`src/rtl/alu_reservation_station_pkg.sv`:
```
// Shared widths and ALU op-type encodings used by dispatch, the reservation station and the ALU.
package alu_reservation_station_pkg;

  localparam int RS_SIZE_BIT  = 3;
  localparam int ROB_SIZE_BIT = 4;
  localparam int DATA_W       = 32;
  localparam int OP_W         = 5;

  typedef enum logic [OP_W-1:0] {
    OP_ADD  = 5'd0,
    OP_SUB  = 5'd1,
    OP_AND  = 5'd2,
    OP_OR   = 5'd3,
    OP_XOR  = 5'd4,
    OP_SLL  = 5'd5,
    OP_SRL  = 5'd6,
    OP_SRA  = 5'd7,
    OP_SLT  = 5'd8,
    OP_SLTU = 5'd9,
    OP_BEQ  = 5'd10,
    OP_BNE  = 5'd11,
    OP_BLT  = 5'd12,
    OP_BGE  = 5'd13,
    OP_BLTU = 5'd14,
    OP_BGEU = 5'd15
  } alu_op_e;

endpackage

```
`src/rtl/alu_reservation_station_rs_priority_select.sv`:
```
// Lowest-index-first finder: reports whether any request bit is set and the index of the lowest one.
module rs_priority_select #(
  parameter int N  = 8,
  parameter int IW = 3
) (
  input  logic [N-1:0]  req_i,
  output logic          found_o,
  output logic [IW-1:0] idx_o
);

  always_comb begin
    found_o = 1'b0;
    idx_o   = '0;
    // Scan downward so the lowest set bit is the last one written.
    for (int i = N - 1; i >= 0; i--) begin
      if (req_i[i]) begin
        found_o = 1'b1;
        idx_o   = IW'(i);
      end
    end
  end

endmodule

```
`src/rtl/alu_reservation_station.sv`:
```
// Reservation station for ALU/branch ops: wakes on two CDBs, issues one ready op per cycle,
// one cycle after operands are registered ready; upstream must hold dispatch while full is high.
module alu_reservation_station
  import alu_reservation_station_pkg::*;
#(
  parameter int RS_SIZE_BIT  = alu_reservation_station_pkg::RS_SIZE_BIT,
  parameter int ROB_SIZE_BIT = alu_reservation_station_pkg::ROB_SIZE_BIT
) (
  input  logic                    clk_in,
  input  logic                    rst_in,
  input  logic                    rdy_in,
  input  logic                    flush,
  input  logic                    disp_valid,
  input  logic [OP_W-1:0]         disp_op,
  input  logic [DATA_W-1:0]       disp_vj,
  input  logic [DATA_W-1:0]       disp_vk,
  input  logic                    disp_qj_busy,
  input  logic                    disp_qk_busy,
  input  logic [ROB_SIZE_BIT-1:0] disp_qj,
  input  logic [ROB_SIZE_BIT-1:0] disp_qk,
  input  logic [ROB_SIZE_BIT-1:0] disp_rob_idx,
  output logic                    full,
  input  logic                    cdb0_valid,
  input  logic [ROB_SIZE_BIT-1:0] cdb0_rob_idx,
  input  logic [DATA_W-1:0]       cdb0_value,
  input  logic                    cdb1_valid,
  input  logic [ROB_SIZE_BIT-1:0] cdb1_rob_idx,
  input  logic [DATA_W-1:0]       cdb1_value,
  output logic                    alu_valid,
  output logic [DATA_W-1:0]       alu_r1,
  output logic [DATA_W-1:0]       alu_r2,
  output logic [OP_W-1:0]         alu_op,
  output logic [ROB_SIZE_BIT-1:0] alu_rob_idx
);

  localparam int N = 1 << RS_SIZE_BIT;

  typedef struct packed {
    logic                    busy;
    logic [OP_W-1:0]         op;
    logic [DATA_W-1:0]       vj;
    logic [DATA_W-1:0]       vk;
    logic                    qj_busy;
    logic                    qk_busy;
    logic [ROB_SIZE_BIT-1:0] qj;
    logic [ROB_SIZE_BIT-1:0] qk;
    logic [ROB_SIZE_BIT-1:0] rob_idx;
  } entry_t;

  entry_t ent_q [N];
  entry_t ent_d [N];
  entry_t disp_ent;

  logic [N-1:0]             busy_vec;
  logic [N-1:0]             cand_vec;
  logic                     free_found;
  logic [RS_SIZE_BIT-1:0]   free_idx;
  logic                     iss_found;
  logic [RS_SIZE_BIT-1:0]   iss_idx;

  logic                     alu_valid_q;
  logic [DATA_W-1:0]        alu_r1_q;
  logic [DATA_W-1:0]        alu_r2_q;
  logic [OP_W-1:0]          alu_op_q;
  logic [ROB_SIZE_BIT-1:0]  alu_rob_idx_q;

  // Returns {still_pending, value} after snooping both broadcast buses.
  function automatic logic [DATA_W:0] snoop(input logic pend, input logic [ROB_SIZE_BIT-1:0] tag,
                                            input logic [DATA_W-1:0] val);
    if (pend && cdb0_valid && cdb0_rob_idx == tag) return {1'b0, cdb0_value};
    if (pend && cdb1_valid && cdb1_rob_idx == tag) return {1'b0, cdb1_value};
    return {pend, val};
  endfunction

  always_comb begin
    busy_vec = '0;
    cand_vec = '0;
    for (int i = 0; i < N; i++) begin
      busy_vec[i] = ent_q[i].busy;
      cand_vec[i] = ent_q[i].busy && !ent_q[i].qj_busy && !ent_q[i].qk_busy;
    end
  end

  assign full = &busy_vec;

  rs_priority_select #(.N(N), .IW(RS_SIZE_BIT)) u_free_sel (
    .req_i   (~busy_vec),
    .found_o (free_found),
    .idx_o   (free_idx)
  );

  rs_priority_select #(.N(N), .IW(RS_SIZE_BIT)) u_issue_sel (
    .req_i   (cand_vec),
    .found_o (iss_found),
    .idx_o   (iss_idx)
  );

  always_comb begin
    disp_ent         = '0;
    disp_ent.busy    = 1'b1;
    disp_ent.op      = disp_op;
    disp_ent.qj      = disp_qj;
    disp_ent.qk      = disp_qk;
    disp_ent.rob_idx = disp_rob_idx;
    {disp_ent.qj_busy, disp_ent.vj} = snoop(disp_qj_busy, disp_qj, disp_vj);
    {disp_ent.qk_busy, disp_ent.vk} = snoop(disp_qk_busy, disp_qk, disp_vk);
  end

  always_comb begin
    for (int i = 0; i < N; i++) begin
      ent_d[i] = ent_q[i];
      {ent_d[i].qj_busy, ent_d[i].vj} = snoop(ent_q[i].qj_busy, ent_q[i].qj, ent_q[i].vj);
      {ent_d[i].qk_busy, ent_d[i].vk} = snoop(ent_q[i].qk_busy, ent_q[i].qk, ent_q[i].vk);
      if (iss_found && iss_idx == RS_SIZE_BIT'(i)) ent_d[i].busy = 1'b0;
    end
    // Free slot comes from registered busy bits, so the entry issuing now is never reused this edge.
    if (disp_valid && !full && free_found) ent_d[free_idx] = disp_ent;
    if (flush) begin
      for (int i = 0; i < N; i++) ent_d[i].busy = 1'b0;
    end
  end

  always_ff @(posedge clk_in or posedge rst_in) begin
    if (rst_in) begin
      for (int i = 0; i < N; i++) ent_q[i] <= '0;
      alu_valid_q   <= 1'b0;
      alu_r1_q      <= '0;
      alu_r2_q      <= '0;
      alu_op_q      <= '0;
      alu_rob_idx_q <= '0;
    end else if (rdy_in) begin
      for (int i = 0; i < N; i++) ent_q[i] <= ent_d[i];
      alu_valid_q <= iss_found && !flush;
      if (iss_found && !flush) begin
        alu_r1_q      <= ent_q[iss_idx].vj;
        alu_r2_q      <= ent_q[iss_idx].vk;
        alu_op_q      <= ent_q[iss_idx].op;
        alu_rob_idx_q <= ent_q[iss_idx].rob_idx;
      end
    end
  end

  assign alu_valid   = alu_valid_q;
  assign alu_r1      = alu_r1_q;
  assign alu_r2      = alu_r2_q;
  assign alu_op      = alu_op_q;
  assign alu_rob_idx = alu_rob_idx_q;

endmodule

```
`config.mk`:
```
export PLATFORM = sky130hd
export DESIGN_NAME = alu_reservation_station
export DESIGN_NICKNAME = d
export VERILOG_FILES = /design/src/rtl/alu_reservation_station_pkg.sv /design/src/rtl/alu_reservation_station_rs_priority_select.sv /design/src/rtl/alu_reservation_station.sv
export SDC_FILE = /design/constraint.sdc
export NUM_CORES = 2
export LEC_CHECK = 0
export ABC_CLOCK_PERIOD_IN_PS = 58500
export BUFFER_PORTS_ARGS = -buffer_cell sky130_fd_sc_hd__buf_2
export CAP_MARGIN = 40
export CORE_MARGIN = 4
export CORE_UTILIZATION = 39
export CTS_BUF_LIST = sky130_fd_sc_hd__clkbuf_4 sky130_fd_sc_hd__clkbuf_8
export CTS_CLUSTER_SIZE = 12
export DETAILED_ROUTE_END_ITERATION = 10
export PLACE_DENSITY_LB_ADDON = 0.1
export SLEW_MARGIN = 40
export SYNTH_ARGS = -nofsm -noshare
export SYNTH_HDL_FRONTEND = slang
export SYNTH_SLANG_ARGS = --single-unit
```
`constraint.sdc`:
```
create_clock -name clk_in -period 58.5 [get_ports clk_in]
set_input_delay 2.925 -clock clk_in [delete_from_list [all_inputs] [get_ports clk_in]]
set_output_delay 2.925 -clock clk_in [all_outputs]
set_load 0.005 [all_outputs]
```
---- Yosys cells after proc, flatten, opt, wreduce, memory -nomap -nowiden ----
Index checks and enable logic that the tools add are counted.
cells by class
  $lt $le $gt $ge ......................... 3
  equal/unequal tests ..................... 43
  muxes and demuxes ....................... 181
  bitwise gates (word level) .............. 3
  reductions and logical operators ........ 122
operators by type and width
  kind                                                number
  2-to-1 mux 33 bit                                   72
  bitwise mux 672 bit                                 1
  2-to-1 mux 672 bit                                  1
  binary-select mux 84 bit (select 3 bit)             1
  demux 84 bit (select 3 bit)                         1
  2-to-1 mux 83 bit                                   2
  == test 4 bit                                       36
  logical AND 1 bit                                   100
  2-to-1 mux 1 bit                                    86
  2-to-1 mux 84 bit                                   1
  2-to-1 mux 3 bit                                    16
  zero test 1 bit                                     18
  == test 3 bit, second input constant                4
  >= comparator 4 bit, second input constant          2
  NOT 3 -> 4 bit                                      2
  NOT 8 bit                                           1
  AND reduction 8 bit                                 1
  == test 3 x 2 -> 1 bit, second input constant       2
  < comparator 4 x 1 -> 1 bit, second input constant  1
  AND reduction 2 bit                                 2
  == test 3 x 1 -> 1 bit, second input constant       1
  zero test 3 bit                                     1
storage, ports and cells
  flip-flop bits (word level) ............. 746
  input port bits ......................... 162
  word-level logic and storage cells ...... 429

---- Depth between registers and ports, before layout ----
  depth after elaboration ................. 17
  depth in mapped cells ................... 10
  gate-level depth less buffers ........... 6

---- Hierarchy ----
A second synthesis with hierarchy kept.
second synthesis, totals
  cell total of the unflattened synthesis .. 4772
  area, all modules ....................... 47007.6 um2
by module, submodules not included
  module                   instances  cells an instance  area an instance (um2)  seq. area each (um2)
  alu_reservation_station  1          4746               46847.4                 18667.9
  rs_priority_select       2          13                 80.1                    0.0

---- Least setup slack after synthesis ----
No wires, ideal clock.
  path kind ............................... input to register
  start point ............................. input cdb1_rob_idx[2]
  end point ............................... register ent_q[138] (netlist name)
  arrival time ............................ 4.758 ns
  slack ................................... 53.594 ns
  stages .................................. 8
  path through ............................ buf_4 buf_1 a22oi_1 nand4_1 buf_2 mux2_2 mux2i_2 o221ai_1
on the way
  longest elaborated chain between the ends .. 8
RTL lines
  element                         RTL line                        text
  start: declaration              alu_reservation_station.sv:27   input logic [ROB_SIZE_BIT-1:0] cdb1_rob_idx,
  == test 4 bit                   alu_reservation_station.sv:71   if (pend && cdb1_valid && cdb1_rob_idx == tag) return {1'b0, cdb1_value};
  logical AND 1 bit               alu_reservation_station.sv:71
  2-to-1 mux 1 bit (2 in series)  alu_reservation_station.sv:71
  2-to-1 mux 33 bit               alu_reservation_station.sv:72   return {pend, val};
  2-to-1 mux 33 bit               alu_reservation_station.sv:71
  bitwise mux 672 bit             alu_reservation_station.sv:117  if (disp_valid && !full && free_found) ent_d[free_idx] = disp_ent;
  2-to-1 mux 672 bit *            alu_reservation_station.sv:117
Mark *: on every way between the ends. The rest lies on a longest branch, timed or not. The select of a mux whose other input is x is not followed.
A chain may end at the register's enable or synchronous reset.

---- Final worst setup path ----
  start point ............................. register busy_vec[1] (netlist name)
  end point ............................... output full
on the way
  longest elaborated chain between the ends .. 1
RTL lines
  element              RTL line                       text
  AND reduction 8 bit  alu_reservation_station.sv:84  assign full = &busy_vec;
  end: declaration     alu_reservation_station.sv:22  output logic full,
No other way between the ends.

==> impl_results.rst <==
.. list-table::
   :header-rows: 1

   * - Metric
     - Value
   * - Initial antenna violation count
     - 15
   * - Hold WS
     - between 0.4 and 0.5 ns
   * - Clock tree from TritonCTS
     - done
   * - Share of layout cells above drive strength 1
     - about 16%
   * - Number of placed I/O pins
     - ~240
   * - Maximum number of pins on one net before global-route repair
     - between 100 and 150
   * - Post-synthesis area per instance
     - about 8.7 sq um
   * - RSZ-0062 raised after global routing
     - no
   * - Number of iterations in the first detailed-routing pass
     - 6
   * - Highest-count cells in the layout ignoring fill and taps
     - 746 x sky130_fd_sc_hd__dfrtp_1, 557 x sky130_fd_sc_hd__nand2_1, 557 x sky130_fd_sc_hd__o21ai_0, 436 x sky130_fd_sc_hd__mux2i_1, 327 x sky130_fd_sc_hd__nor2_1
   * - DRC
     - 0
   * - Number of endpoints with negative hold slack in the final report
     - 0
   * - Pwr per Cell Area
     - around 33 nW/um^2
   * - Vertical extent of the die
     - between 300 and 400 microns
   * - Global-route wire length before repair
     - 339 mm
   * - Hold buffer count at cts
     - 0
   * - Detailed-route wire length per cell
     - 32.2 microns
   * - Synth cell types
     - 61
   * - Post-synthesis sequential area ratio
     - a little under two fifths
   * - Die outline width
     - 367 microns
   * - Layout overhead on the synthesized area
     - 10.4%
   * - Post-route minimum period
     - 5.74 ns
   * - Clock sink count
     - ~750
   * - Synthesized cell area
     - approximately 50000 sq um
   * - Switching power as a share of total power
     - a little over a third
   * - Final setup margin
     - around 53 ns
   * - Clock root buffer master
     - sky130_fd_sc_hd__clkbuf_8
   * - DRT antenna net count
     - 0
   * - Source of the critical timing path
     - busy_vec[1]
   * - Launch point of the worst hold path
     - alu_r2[16]
   * - Number of nets produced by synthesis
     - 5946
   * - Number of enable flip-flop cells after synthesis
     - 0
   * - Relative slew slack
     - roughly 36%
   * - Number of global-route vias before repair
     - about 47000
   * - Flip-flop and latch count after synthesis
     - about 750
   * - Part of the power in the clock network
     - around 31%
   * - Fin Setup TNS
     - 0 ns
   * - Initial cell density of the core
     - 39.3%
   * - Post_cts resized
     - 0
   * - VDD IR max
     - around 0.024 mV
   * - Total Die Area
     - roughly 130000 sq um
   * - Number of maximum-capacitance violations
     - 0
   * - Internal power of the cells
     - 1190 uW
   * - Standard-cell rows
     - about 130
   * - CP Max Fanout
     - 11
   * - Status
     - finished, final reports clean
   * - Setup slack after placement
     - between 50 and 60 ns
   * - Number of buffers added for setup after CTS
     - 0
   * - Required time at the worst-slack endpoint
     - around 56 ns
   * - H-Tree Level Count
     - 4
   * - Post-CTS clock slew at the launch and capture registers of the worst setup and hold paths
     - approximately 0.060 ns
   * - Via count
     - a little under 50000
   * - Class of the worst hold path
     - flip-flop to flip-flop
   * - Leakage
     - roughly 0.025 uW
   * - Area of the core region
     - around 130000 sq um
   * - Core utilization of the finished layout
     - a little over two fifths
   * - Gate count after technology mapping
     - 5784
   * - Global placer's final weighted congestion
     - roughly 0.82
   * - Worst reg2reg path startpoint
     - ent_q[181]
   * - Category of the most critical setup path
     - flip-flop to output pin
   * - Actual transition at the worst max-transition pin
     - 0.957 ns
   * - Sw power
     - between 600 and 700 uW
   * - Setup crit end kind
     - output pin
   * - HPWL after detailed placement
     - between 100 and 150 mm
   * - Total grt overflow
     - 0
   * - Wire length reported by the detailed router
     - between 200 and 250 mm
   * - Count of synthesis-stage warnings from yosys
     - 0
   * - Count of pins over their slew limit
     - 0
   * - Clock buffer count from CTS
     - approximately 150
   * - Overall power of the completed layout
     - around 1800 uW
   * - Maximum count of clock buffers along a single path
     - 3
   * - Global-route usage over all layers
     - roughly a third
   * - Iter 0 DRT Violations
     - around 6500
   * - Clock Latency Late Sink
     - between 0.9 and 1 ns
   * - Via density
     - 6.71
   * - Highest clock rate
     - around 0.17 GHz
   * - Most common library cell in the layout ignoring fill and taps
     - sky130_fd_sc_hd__dfrtp_1
   * - Ys async rst share
     - 100%
   * - Combinational share of power
     - between 20 and 30%
   * - Setup-failing EPs final
     - 0
   * - Ratio of final minimum period to clock period
     - slightly below 10%
   * - Arrival time of the worst setup path
     - 2.81 ns
   * - Category of the worst setup path launch point
     - flip-flop
   * - Dominant register cell in the synthesized netlist
     - sky130_fd_sc_hd__dfrtp_1
   * - Input/output buffers
     - 236
   * - Proportion of power drawn by flip-flops and latches
     - 40.9%
   * - Final setup skew
     - slightly below 0.05 ns
   * - Number of nets at the end of the flow
     - approximately 5700
[worst max-delay path, cell delays in order (launching register included)]
cell,delay [ns]
sky130_fd_sc_hd__dfrtp_1,0.60
sky130_fd_sc_hd__nand2_1,0.41
sky130_fd_sc_hd__nor4_2,0.67
sky130_fd_sc_hd__buf_2,0.22
[stage by stage]
stage,cell area [sq um],instances
floorplan,50200,5784
global placement,51900,7085
detailed placement,52300,7095
CTS,55300,7342
global route,55400,7347
finish,55400,7354
[final timing paths]
path,to,slack (ns),cells after the start
setup reg to reg,alu_r1[3],54.26,7
max in group asynchronous,asynchronous set/reset pin,53.28,7
hold / removal,alu_r2[16],0.48,1
min in group asynchronous,alu_r2[11],2.09,2
setup / recovery,full,52.76,3
hold reg to reg,alu_r2[16],0.48,1
[cells in the mapped netlist (7+ instances only)]
master,count,area [sq um]
sky130_fd_sc_hd__a222oi_1,10,100
sky130_fd_sc_hd__inv_1,293,1100
sky130_fd_sc_hd__or3_1,65,407
sky130_fd_sc_hd__a22oi_1,7,52.6
sky130_fd_sc_hd__a32o_1,74,741
sky130_fd_sc_hd__nand3_1,204,1020
sky130_fd_sc_hd__a21o_1,162,1220
sky130_fd_sc_hd__and3_1,68,425
sky130_fd_sc_hd__o221ai_1,257,2250
sky130_fd_sc_hd__nand2_1,567,2130
sky130_fd_sc_hd__nor3_1,46,230
sky130_fd_sc_hd__buf_1,33,124
sky130_fd_sc_hd__mux2i_2,29,399
sky130_fd_sc_hd__o21ai_0,557,2790
sky130_fd_sc_hd__o211ai_1,130,976
sky130_fd_sc_hd__mux2_2,211,2380
sky130_fd_sc_hd__xnor2_1,66,578
sky130_fd_sc_hd__a221oi_1,73,639
sky130_fd_sc_hd__dfrtp_1,746,18700
sky130_fd_sc_hd__o21ai_1,7,35.0
sky130_fd_sc_hd__nand4_1,18,113
sky130_fd_sc_hd__buf_4,12,90.1
sky130_fd_sc_hd__nor3b_1,7,52.6
sky130_fd_sc_hd__a311o_1,96,961
sky130_fd_sc_hd__clkbuf_1,564,2120
sky130_fd_sc_hd__a211o_1,193,1690
sky130_fd_sc_hd__o22ai_1,10,62.6
sky130_fd_sc_hd__a31oi_1,230,1440
sky130_fd_sc_hd__xor2_1,45,394
sky130_fd_sc_hd__buf_2,91,455
sky130_fd_sc_hd__nor2_1,339,1270
sky130_fd_sc_hd__a21oi_1,79,395
sky130_fd_sc_hd__mux2i_1,437,4370
[cell families (layout without fill, tap and decap cells)]
| group | count (synthesis) | count (layout) | share of synthesized area [%] |
|---|---|---|---|
| muxes | 677 | 677 | 14.2 |
| xor gates and xnor gates | 111 | 111 | 1.94 |
| other | 0 | 10 | 0 |
| buffers and inverters | 995 | 893 | 7.77 |
| AOI/OAI and AO/OA | 1907 | 1907 | 27.1 |
| DFF | 746 | 746 | 37.2 |
| and+or+nand+nor | 1348 | 1348 | 11.8 |
[layer usage]
layer	up-vias	global-route usage, %	wire [microns]
li1	20900	-	-
met1	24700	47.2	99900
met2	3070	49.3	99400
met3	646	8.46	25700
met4	6	15.1	11600
met5	-	0	47
[power groups by stage]
stage               clock network [uW]  logic, uW  registers [uW]
global route                       595        573             770
CTS                                572        518             752
global placement                     0        505             757
detailed placement                   0        517             760
floorplan                            0        365             727
finish                             565        525             754
[cell type report]
type | instances | area (sq um)
diodes | 10 | 25.0
clock buffers | 233 | 2870
clock inverters | 14 | 106
fillers | 12700 | 72200
inverters | 294 | 1120
multi-input cells | 4043 | 28100
flip-flops and latches | 746 | 18700
well taps | 1662 | 2080
repair buffers | 352 | 2460
No activity file was read; power rests on OpenSTA's default activity.
